[src/rtl/seq_alu_pkg.sv]
`default_nettype none
// ============================================================================
//  Module   : alu_pkg
//  Purpose  : Shared opcodes, FSM state encodings and flag bit indices for
//             the sequential ALU.
//  Revision : 1.0  initial release
// ============================================================================
package alu_pkg;

  typedef logic [2:0] op_t;

  // Opcodes
  localparam op_t OP_AND = 3'b000;
  localparam op_t OP_OR  = 3'b001;
  localparam op_t OP_XOR = 3'b010;
  localparam op_t OP_ADD = 3'b011;
  localparam op_t OP_SUB = 3'b100;
  localparam op_t OP_SLT = 3'b101;
  localparam op_t OP_MUL = 3'b110;
  localparam op_t OP_NOT = 3'b111;

  // FSM state encodings
  localparam logic [1:0] S_IDLE = 2'd0;
  localparam logic [1:0] S_BUSY = 2'd1;
  localparam logic [1:0] S_DONE = 2'd2;

  // Bit positions inside the packed flag vector
  localparam int FLAG_Z = 0;
  localparam int FLAG_C = 1;
  localparam int FLAG_V = 2;
  localparam int FLAG_N = 3;

endpackage
`default_nettype wire

[src/rtl/seq_alu_if.sv]
`default_nettype none
// ============================================================================
//  Module   : seq_alu_if
//  Purpose  : Operation-in / result-out handshake bundle of the sequential
//             ALU. master = operand source and result consumer,
//             slave = the ALU.
//  Revision : 1.0  initial release
// ============================================================================
interface seq_alu_if #(
  parameter int WIDTH = 4
);

  logic               in_valid;
  logic               in_ready;
  logic [2:0]         op;
  logic [WIDTH-1:0]   a;
  logic [WIDTH-1:0]   b;
  logic               out_valid;
  logic               out_ready;
  logic [2*WIDTH-1:0] result;
  logic               flag_z;
  logic               flag_c;
  logic               flag_v;
  logic               flag_n;

  modport master (
    output in_valid, op, a, b, out_ready,
    input  in_ready, out_valid, result, flag_z, flag_c, flag_v, flag_n
  );

  modport slave (
    input  in_valid, op, a, b, out_ready,
    output in_ready, out_valid, result, flag_z, flag_c, flag_v, flag_n
  );

endinterface
`default_nettype wire

[src/rtl/seq_alu_mul_serial.sv]
`default_nettype none
// ============================================================================
//  Module   : alu_mul_serial
//  Purpose  : Unsigned shift-add multiplier. Loads operands on i_start, then
//             performs one step per cycle for WIDTH cycles, multiplier LSB
//             first. o_done marks the cycle of the last step; o_product is
//             the accumulator value after the current step, so it holds the
//             final product exactly while o_done is high.
//  Revision : 1.0  initial release
// ============================================================================
module alu_mul_serial #(
  parameter int WIDTH = 4
) (
  input  wire logic               clk,
  input  wire logic               rst,
  input  wire logic               i_start,
  input  wire logic [WIDTH-1:0]   i_a,
  input  wire logic [WIDTH-1:0]   i_b,
  output logic                    o_done,
  output logic [2*WIDTH-1:0]      o_product
);

  localparam int CNT_W = $clog2(WIDTH) + 1;

  logic                 r_busy;
  logic [CNT_W-1:0]     r_cnt;      // steps remaining after the current one
  logic [2*WIDTH-1:0]   r_acc;
  logic [2*WIDTH-1:0]   r_mcand;    // multiplicand, shifted left each step
  logic [WIDTH-1:0]     r_mplier;   // multiplier, shifted right each step
  logic [2*WIDTH-1:0]   w_addend;
  logic [2*WIDTH-1:0]   w_acc_next;

  assign w_addend   = r_mplier[0] ? r_mcand : '0;
  assign w_acc_next = r_acc + w_addend;
  assign o_done     = r_busy && (r_cnt == '0);
  assign o_product  = w_acc_next;

  // Load on start, then one shift-add step per busy cycle
  always_ff @(posedge clk) begin
    if (rst) begin
      r_busy   <= 1'b0;
      r_cnt    <= '0;
      r_acc    <= '0;
      r_mcand  <= '0;
      r_mplier <= '0;
    end else if (i_start) begin
      r_busy   <= 1'b1;
      r_cnt    <= CNT_W'(WIDTH - 1);
      r_acc    <= '0;
      r_mcand  <= {{WIDTH{1'b0}}, i_a};
      r_mplier <= i_b;
    end else if (r_busy) begin
      r_acc    <= w_acc_next;
      r_mcand  <= {r_mcand[2*WIDTH-2:0], 1'b0};
      r_mplier <= {1'b0, r_mplier[WIDTH-1:1]};
      if (r_cnt == '0) begin
        r_busy <= 1'b0;
      end else begin
        r_cnt  <= r_cnt - CNT_W'(1);
      end
    end
  end

endmodule
`default_nettype wire

[src/rtl/seq_alu.sv]
`default_nettype none
// ============================================================================
//  Module   : seq_alu
//  Purpose  : Registered ALU with valid/ready handshake on both sides.
//             Single-cycle ops complete in the cycle after accept; MUL runs
//             on the serial multiplier for WIDTH cycles. Result and flags are
//             held until the consumer takes them.
//  Revision : 1.0  initial release
// ============================================================================
module seq_alu
  import alu_pkg::*;
#(
  parameter int WIDTH = 4
) (
  input  wire logic   clk,
  input  wire logic   rst,
  seq_alu_if.slave    bus
);

  logic [1:0]           r_state;
  logic [2*WIDTH-1:0]   r_result;
  logic [3:0]           r_flags;

  logic                 w_accept;
  logic                 w_is_mul;
  logic                 w_mul_done;
  logic [2*WIDTH-1:0]   w_product;
  logic [WIDTH:0]       w_sum;
  logic [WIDTH:0]       w_diff;
  logic                 w_lt;
  logic [WIDTH-1:0]     w_low;
  logic                 w_c;
  logic                 w_v;
  logic [3:0]           w_flags;
  logic [3:0]           w_mul_flags;

  assign w_accept = bus.in_valid && (r_state == S_IDLE);
  assign w_is_mul = (bus.op == OP_MUL);

  // Operands go straight into the multiplier registers on accept
  alu_mul_serial #(.WIDTH(WIDTH)) u_mul (
    .clk       (clk),
    .rst       (rst),
    .i_start   (w_accept && w_is_mul),
    .i_a       (bus.a),
    .i_b       (bus.b),
    .o_done    (w_mul_done),
    .o_product (w_product)
  );

  // Arithmetic is done one bit wider so the carry/borrow falls out of the MSB
  assign w_sum  = {1'b0, bus.a} + {1'b0, bus.b};
  assign w_diff = {1'b0, bus.a} - {1'b0, bus.b};
  assign w_lt   = $signed(bus.a) < $signed(bus.b);

  // Single-cycle datapath: low-half result plus C/V for the current opcode
  always_comb begin
    w_low = '0;
    w_c   = 1'b0;
    w_v   = 1'b0;
    case (bus.op)
      OP_AND: w_low = bus.a & bus.b;
      OP_OR:  w_low = bus.a | bus.b;
      OP_XOR: w_low = bus.a ^ bus.b;
      OP_ADD: begin
        w_low = w_sum[WIDTH-1:0];
        w_c   = w_sum[WIDTH];
        w_v   = (bus.a[WIDTH-1] == bus.b[WIDTH-1]) &&
                (w_sum[WIDTH-1] != bus.a[WIDTH-1]);
      end
      OP_SUB: begin
        w_low = w_diff[WIDTH-1:0];
        w_c   = w_diff[WIDTH];
        w_v   = (bus.a[WIDTH-1] != bus.b[WIDTH-1]) &&
                (w_diff[WIDTH-1] != bus.a[WIDTH-1]);
      end
      OP_SLT: w_low = {{(WIDTH-1){1'b0}}, w_lt};
      OP_NOT: w_low = ~bus.a;
      default: w_low = '0;
    endcase
  end

  // Pack flags for the single-cycle and multiply completion paths
  always_comb begin
    w_flags              = '0;
    w_flags[FLAG_Z]      = (w_low == '0);
    w_flags[FLAG_C]      = w_c;
    w_flags[FLAG_V]      = w_v;
    w_flags[FLAG_N]      = w_low[WIDTH-1];
    w_mul_flags          = '0;
    w_mul_flags[FLAG_Z]  = (w_product == '0);
    w_mul_flags[FLAG_N]  = w_product[2*WIDTH-1];
  end

  // Control FSM with result/flag capture; outputs hold while in DONE
  always_ff @(posedge clk) begin
    if (rst) begin
      r_state  <= S_IDLE;
      r_result <= '0;
      r_flags  <= '0;
    end else begin
      case (r_state)
        S_IDLE: begin
          if (w_accept) begin
            if (w_is_mul) begin
              r_state  <= S_BUSY;
            end else begin
              r_state  <= S_DONE;
              r_result <= {{WIDTH{1'b0}}, w_low};
              r_flags  <= w_flags;
            end
          end
        end
        S_BUSY: begin
          if (w_mul_done) begin
            r_state  <= S_DONE;
            r_result <= w_product;
            r_flags  <= w_mul_flags;
          end
        end
        S_DONE: begin
          if (bus.out_ready) begin
            r_state <= S_IDLE;
          end
        end
        default: r_state <= S_IDLE;
      endcase
    end
  end

  assign bus.in_ready  = (r_state == S_IDLE);
  assign bus.out_valid = (r_state == S_DONE);
  assign bus.result    = r_result;
  assign bus.flag_z    = r_flags[FLAG_Z];
  assign bus.flag_c    = r_flags[FLAG_C];
  assign bus.flag_v    = r_flags[FLAG_V];
  assign bus.flag_n    = r_flags[FLAG_N];

endmodule
`default_nettype wire

[src/flat_wrapper.sv]
// flat-port wrapper written by rule: the top's interface ports become plain ports
module seq_alu_flat import alu_pkg::*;
#(
  parameter int WIDTH = 4
)
  (clk, rst, bus_in_valid, bus_op, bus_a, bus_b, bus_out_ready, bus_in_ready, bus_out_valid, bus_result, bus_flag_z, bus_flag_c, bus_flag_v, bus_flag_n);
  seq_alu_if #(.WIDTH(WIDTH)) bus_i ();
  input  wire logic clk;
  input  wire logic rst;
  input wire logic [$bits(bus_i.in_valid)-1:0] bus_in_valid;
  input wire logic [$bits(bus_i.op)-1:0] bus_op;
  input wire logic [$bits(bus_i.a)-1:0] bus_a;
  input wire logic [$bits(bus_i.b)-1:0] bus_b;
  input wire logic [$bits(bus_i.out_ready)-1:0] bus_out_ready;
  output wire logic [$bits(bus_i.in_ready)-1:0] bus_in_ready;
  output wire logic [$bits(bus_i.out_valid)-1:0] bus_out_valid;
  output wire logic [$bits(bus_i.result)-1:0] bus_result;
  output wire logic [$bits(bus_i.flag_z)-1:0] bus_flag_z;
  output wire logic [$bits(bus_i.flag_c)-1:0] bus_flag_c;
  output wire logic [$bits(bus_i.flag_v)-1:0] bus_flag_v;
  output wire logic [$bits(bus_i.flag_n)-1:0] bus_flag_n;
  assign bus_i.in_valid = bus_in_valid;
  assign bus_i.op = bus_op;
  assign bus_i.a = bus_a;
  assign bus_i.b = bus_b;
  assign bus_i.out_ready = bus_out_ready;
  assign bus_in_ready = bus_i.in_ready;
  assign bus_out_valid = bus_i.out_valid;
  assign bus_result = bus_i.result;
  assign bus_flag_z = bus_i.flag_z;
  assign bus_flag_c = bus_i.flag_c;
  assign bus_flag_v = bus_i.flag_v;
  assign bus_flag_n = bus_i.flag_n;
  seq_alu #(.WIDTH(WIDTH)) u_core (.clk(clk), .rst(rst), .bus(bus_i));
endmodule
[config.mk]
export PLATFORM = sky130hd
export DESIGN_NAME = seq_alu_flat
export DESIGN_NICKNAME = d
export VERILOG_FILES = /design/src/rtl/seq_alu_pkg.sv /design/src/rtl/seq_alu_if.sv /design/src/rtl/seq_alu_mul_serial.sv /design/src/rtl/seq_alu.sv /design/src/flat_wrapper.sv
export SDC_FILE = /design/constraint.sdc
export NUM_CORES = 1
export LEC_CHECK = 0
export ABC_CLOCK_PERIOD_IN_PS = 3800
export CAP_MARGIN = 25
export CORE_MARGIN = 1
export CORE_UTILIZATION = 61
export CTS_CLUSTER_SIZE = 16
export DETAILED_ROUTE_END_ITERATION = 16
export GPL_TIMING_DRIVEN = 0
export PLACE_DENSITY = 0.86
export RECOVER_POWER = 100
export SYNTH_ARGS = -nofsm -noshare
export SYNTH_HDL_FRONTEND = slang
export SYNTH_SLANG_ARGS = --single-unit
[constraint.sdc]
create_clock -name clk -period 3.8 [get_ports clk]
set_input_delay 1.14 -clock clk [delete_from_list [all_inputs] [get_ports clk]]
set_output_delay 1.14 -clock clk [all_outputs]
set_load 0.1 [all_outputs]
* After elaboration in Yosys (flattened, before gate mapping)
Cells that the tools add are included.
** Word-level totals
- Bits of input ports :: 15
- Logic and storage cells :: 82
- Register bits after elaboration :: 38
- Output and inout bits :: 14
** Operators by class
- Reductions and logical operators :: 17
- Add/subtract/negate cells :: 4
- Bitwise gates (word level) :: 5
- Magnitude comparators :: 1
- Equal/unequal tests :: 18
- Mux-type cells :: 27
** Operator list (count)
- 2-to-1 mux 8 bit :: 4
- 2-to-1 mux 4 bit :: 7
- one-hot mux 4 bit (7 select lines) :: 1
- one-hot mux 8 bit (2 select lines) :: 1
- 2-to-1 mux 2 bit :: 7
- equality test 3 bit (second input constant) :: 4
- adder 8 bit :: 1
- zero test 8 bit :: 1
- != test 2 bit (second input constant) :: 4
- one-hot mux 4 bit (2 select lines) :: 1
- equality test 3 x 2 -> 1 bit (second input constant) :: 2
- zero test 3 bit :: 2
- one-hot mux 2 bit (3 select lines) :: 1
- adder 4 x 4 -> 5 bit :: 1
- logical AND 1 bit :: 5
- subtractor 4 x 4 -> 5 bit :: 1
- AND 4 bit :: 1
- zero test 4 bit :: 1
- < comparator 4 bit :: 1
- NOT 4 bit :: 1
- bitwise OR 4 bit :: 1
- one-hot mux 1 bit (2 select lines) :: 2
- AND reduction 2 bit :: 2
- AND reduction 4 bit :: 1
- 14 further kinds :: 19

* Longest topological paths before layout
- Depth in word-level cells :: 7
- Mapped depth :: 10
- Depth with buffers taken out :: 10

* Cells and area by module
A second synthesis with hierarchy kept.
** Second synthesis, totals
- Cells, all modules :: 321
- Area total of the unflattened synthesis :: 2702.6 um^2
** Modules (own cells, without submodules)
- alu_mul_serial :: sequential area each 480.5 um^2, cells an instance 165, area each 1401.3 um^2, instances 1
- seq_alu :: sequential area each 280.3 um^2, cells an instance 156, area each 1301.2 um^2, instances 1

* Worst setup path after synthesis
OpenSTA, ideal clock, no wires.
- Path type :: reg2out
- From :: register u_core.r_state[1]
- To :: output port bus_out_valid
- Cell stages (with the launch flop) :: 2
- Required time :: 2.660 ns
- Path buffers :: 0
- Setup slack :: 0.842 ns
- Data arrival time :: 1.818 ns
- Path through :: dfxtp_1 nor2b_1
** On the way
- Cells in the longest elaborated chain, start to end :: 1
** Ends and longest elaborated chain
- from (decl) :: line seq_alu.sv:20 : logic [1:0] r_state;
- from (signal assigned) :: line seq_alu.sv:98 : r_state <= S_IDLE;
- from (signal assigned) :: line seq_alu.sv:106 : r_state <= S_BUSY;
- from (signal assigned) :: line seq_alu.sv:108 : r_state <= S_DONE;
- equality test 2 bit :: line seq_alu.sv:132 : assign bus.out_valid = (r_state == S_DONE);
- to (decl) :: line flat_wrapper.sv:16 : output wire logic [$bits(bus_i.out_valid)-1:0] bus_out_valid;
No other way between the ends.

* Worst setup path in the final report
- From :: input port bus_a[3]
- To :: register u_core.r_flags[3]
** On the way
- Cells in the longest elaborated chain, start to end :: 5
- Elaborated cells between the ends (all ways) :: 10
- Classes of those cells :: add/sub (2); mux (4); bitwise (4)
** Ends and longest elaborated chain
- from (decl) :: line flat_wrapper.sv:12 : input wire logic [$bits(bus_i.a)-1:0] bus_a;
- subtractor 4 x 4 -> 5 bit (tied with other cells) :: line seq_alu.sv:53 : assign w_diff = {1'b0, bus.a} - {1'b0, bus.b};
- one-hot mux 4 bit (7 select lines) * :: line seq_alu.sv:61 : case (bus.op)
- 2-to-1 mux 4 bit * :: line seq_alu.sv:105 : if (w_is_mul) begin
- 2-to-1 mux 4 bit * :: line seq_alu.sv:104 : if (w_accept) begin
- one-hot mux 4 bit (2 select lines) * :: line seq_alu.sv:102 : case (r_state)
- to (signal assigned) :: line seq_alu.sv:110 : r_flags <= w_flags;
- to (signal assigned) :: line seq_alu.sv:118 : r_flags <= w_mul_flags;
- to (decl) :: line seq_alu.sv:22 : logic [3:0] r_flags;
Every way passes the cells marked *; elsewhere a longest branch is shown, timed or not. The select of a mux whose other input is x is not followed.
A chain may end at the register's enable or synchronous reset.

==> results.cfg <==
[status]
outcome = complete, no violations

[critical_path]
r2r_start = u_core.u_mul.r_mplier[0]
r2r_setup_slack_ps = 1180
worstPathArrival_ps = 3670
timing.rr.end = u_core.u_mul.r_acc[6]
rr_worst_depth = 9
cp.required_ps = 4020
worstSetupStartpointType = primary input
crit_path_max_incr_delay_ps = 690
cp-end-kind = register
cp-startpoint = bus_a[3]
cpMaxStageDelayCell = dlygate4sd3_1
criticalPathCategory = in -> reg
crit_top_cell = a31oi_1
worstPathCellList = dlygate4sd3_1 > inv_1 > ha_1 > clkbuf_2 > nor2b_1 > a31oi_1 > mux2i_1 > nor3_1 > or4_1 > a31oi_1
cp_max_fo = 8
critPathCapture = u_core.r_flags[3]

[grt]
overflow = 0
met2_usage_pct = 50.3
grt_pass1_wl_mm = 9.78
antenna_found_initial = 0
grt.busiest_layer = met2
grt_max_degree = 13
first_global_vias = 2192
met3_usage_pct = 5.99
use_met1_pct = 34.8
grt.total_usage_pct = 29.4

[layout]
stdcell_count = 390
fillers = 297
layout-drive-gt1-share_pct = 5.59
ff_latch_area_um2 = 761
area_growth_pct = 18.6
multi_input_area_um2 = 1630
layout_commonest_cell = dfxtp_1
insertedDiodeCount = 0
nets = 378
fin_area_um2 = 3020
most-common-layout-cells = dfxtp_1, nor2_1, inv_1

[timing]
period_needed_ps = 3440
maxSlewHeadroom_pct = 34.4
max_slew.worst_pin.slew_ps = 981
clock_skew_ps = 5.51
hold_viol_final = 0
maxSlewViolCount = 0
period_share_pct = 90.5
rsz0062_at_grt = false
hold_slack_ps = 454
max_freq_mhz = 291
finalSetupViolations = 0
fin_setup_tns_ps = 0

[floorplanning]
placementRows = 23
dieArea_um2 = 4430
start_util_pct = 63.6
core_area_um2 = 4000
die_w_um = 66.6
die_h_um = 66.6
ios = 29

[detailed_routing]
drt_iter0_markers = 130
wl_mm = 5.92
wl_per_cell_um = 15.2
antenna_left = 0
via_per_inst = 6.00
post-route-drc-count = 0
num_vias = 2339
drtPass1Iterations = 4

[synthesis]
yosys.area.top_type = dfxtp_1
synth_warnings = 0
syn-num-nets = 344
synth_cell_types = 51
netlist_instances = 305
ys_seq_area_share_pct = 29.9
syn_area_um2 = 2540
netlist_top_cells_area = dfxtp_1, ha_1, mux2i_1, nor2_1, a21oi_1
synth_top_area_share_pct = 29.9
synth-seq-cells = 38
syn-mean-instance-area_um2 = 8.34

[clock_tree]
cts_max_path_buffers = 2
cts_buffers = 5
cts_resized = 0
postCtsSetupBuffers = 0
cts_hold_buf = 0
clock_latency_ps = 300
cts_root_buffer = clkbuf_8
cts_sinks = 38
clk_pin_slew_ps = 80
cts_tree = built
htree_levels = 2

[place]
portBuffers = 27
place_congestion = 0.901
placed_area_um2 = 2880
dpl.cell_count = 382
dp_hpwl_mm = 4.49

[pwr]
power_density_nw_per_um2 = 352
peakVddDrop_v = 0.000155
power.leakage_uw = 0.00120

[job]
cap_violations = 0

[hold_path]
hold_path.class = reg -> reg
power breakdown:
part	switching, uW	internal (uW)	leakage [uW]
registers	8.41	409	0.000308
clock network	148	280	0.0000714
logic	145	73.3	0.000817
sequential cells by signal (all words and copies together) (netlist names):
name,cells
u_core.bus.result,8
u_core.r_flags,4
u_core.r_state,2
u_core.u_mul.r_acc,8
u_core.u_mul.r_busy,1
u_core.u_mul.r_cnt,3
u_core.u_mul.r_mcand,8
u_core.u_mul.r_mplier,4
critical path: cells and delay by family:
family	cells	cell delay, ps
mux	1	240
compound gates	2	240
simple gates	3	810
buf+inv	3	970
fa+ha+maj	1	280
stage by stage:
stage               total power, uW  utilization (%)  worst slack, ps
floorplan                       584                -              842
global placement                642             71.9              172
detailed placement              646             71.9              136
CTS                            1070             75.5              439
global route                   1110             75.4              167
finish                         1060             75.4              359
layer usage:
layer / wire length, um / vias up
met5: 0 / -
met4: 151 / 0
met3: 293 / 15
met2: 2950 / 81
met1: 2520 / 1094
li1: - / 1149
how the worst min path moves through the flow:
stage / startpoint / slack (ps) / cells after the start / to
after floorplan: u_core.u_mul.r_mcand[7] / 460 / 2 / u_core.u_mul.r_mcand[7]
after detailed placement: u_core.r_flags[2] / 450 / 2 / u_core.r_flags[2]
after CTS: u_core.r_flags[2] / 460 / 2 / u_core.r_flags[2]
after global placement: u_core.bus.result[0] / 440 / 2 / u_core.bus.result[0]
after global routing: u_core.bus.result[0] / 480 / 2 / u_core.bus.result[0]
final: u_core.r_flags[2] / 450 / 2 / u_core.r_flags[2]
kinds of logic after synthesis:
family,synth area share (%)
buffers and inverters,5.95
AOI/OAI and AO/OA,18.5
DFF,29.9
and+or+nand+nor,20.6
muxes,9.20
adders and majority gates,12.7
xor gates and xnor gates,3.10
cells in the mapped netlist, drive strengths merged:
cell type and number:
a31oi 4, inv 23, a21o 1, o311ai 1, ha 21, a211o 4, a21oi 20, o41ai 1
clkbuf 10, o31a 1, or4 2, or2 2, o21bai 2, a31o 1, mux2 1, nand3b 3
o31ai 1, o22ai 1, mux2i 20, o21ai 10, nand2b 2, o221ai 2, and3 2, or3 1
nor2b 11, o211ai 2, nand3 3, mux4 1, nor4 3, o21a 1, nor3b 4, nor3 7
and2 6, buf 5, a41oi 2, dfxtp 38, a211oi 10, xnor2 9, nand4 1, a222oi 1
fa 3, a32o 1, a22oi 5, nor2 37, nand2 19
final cells by class:
cell class | count | area share [%]
multi-input combinational | 229 | 54.1
sequential | 38 | 25.2
timing repair buffer | 27 | 8.96
inverter | 23 | 2.86
clock buffer | 6 | 2.74
buffer | 15 | 2.11
tap | 50 | 2.07
clock inverter | 2 | 1.99
No activity file was read; power rests on OpenSTA's default activity.
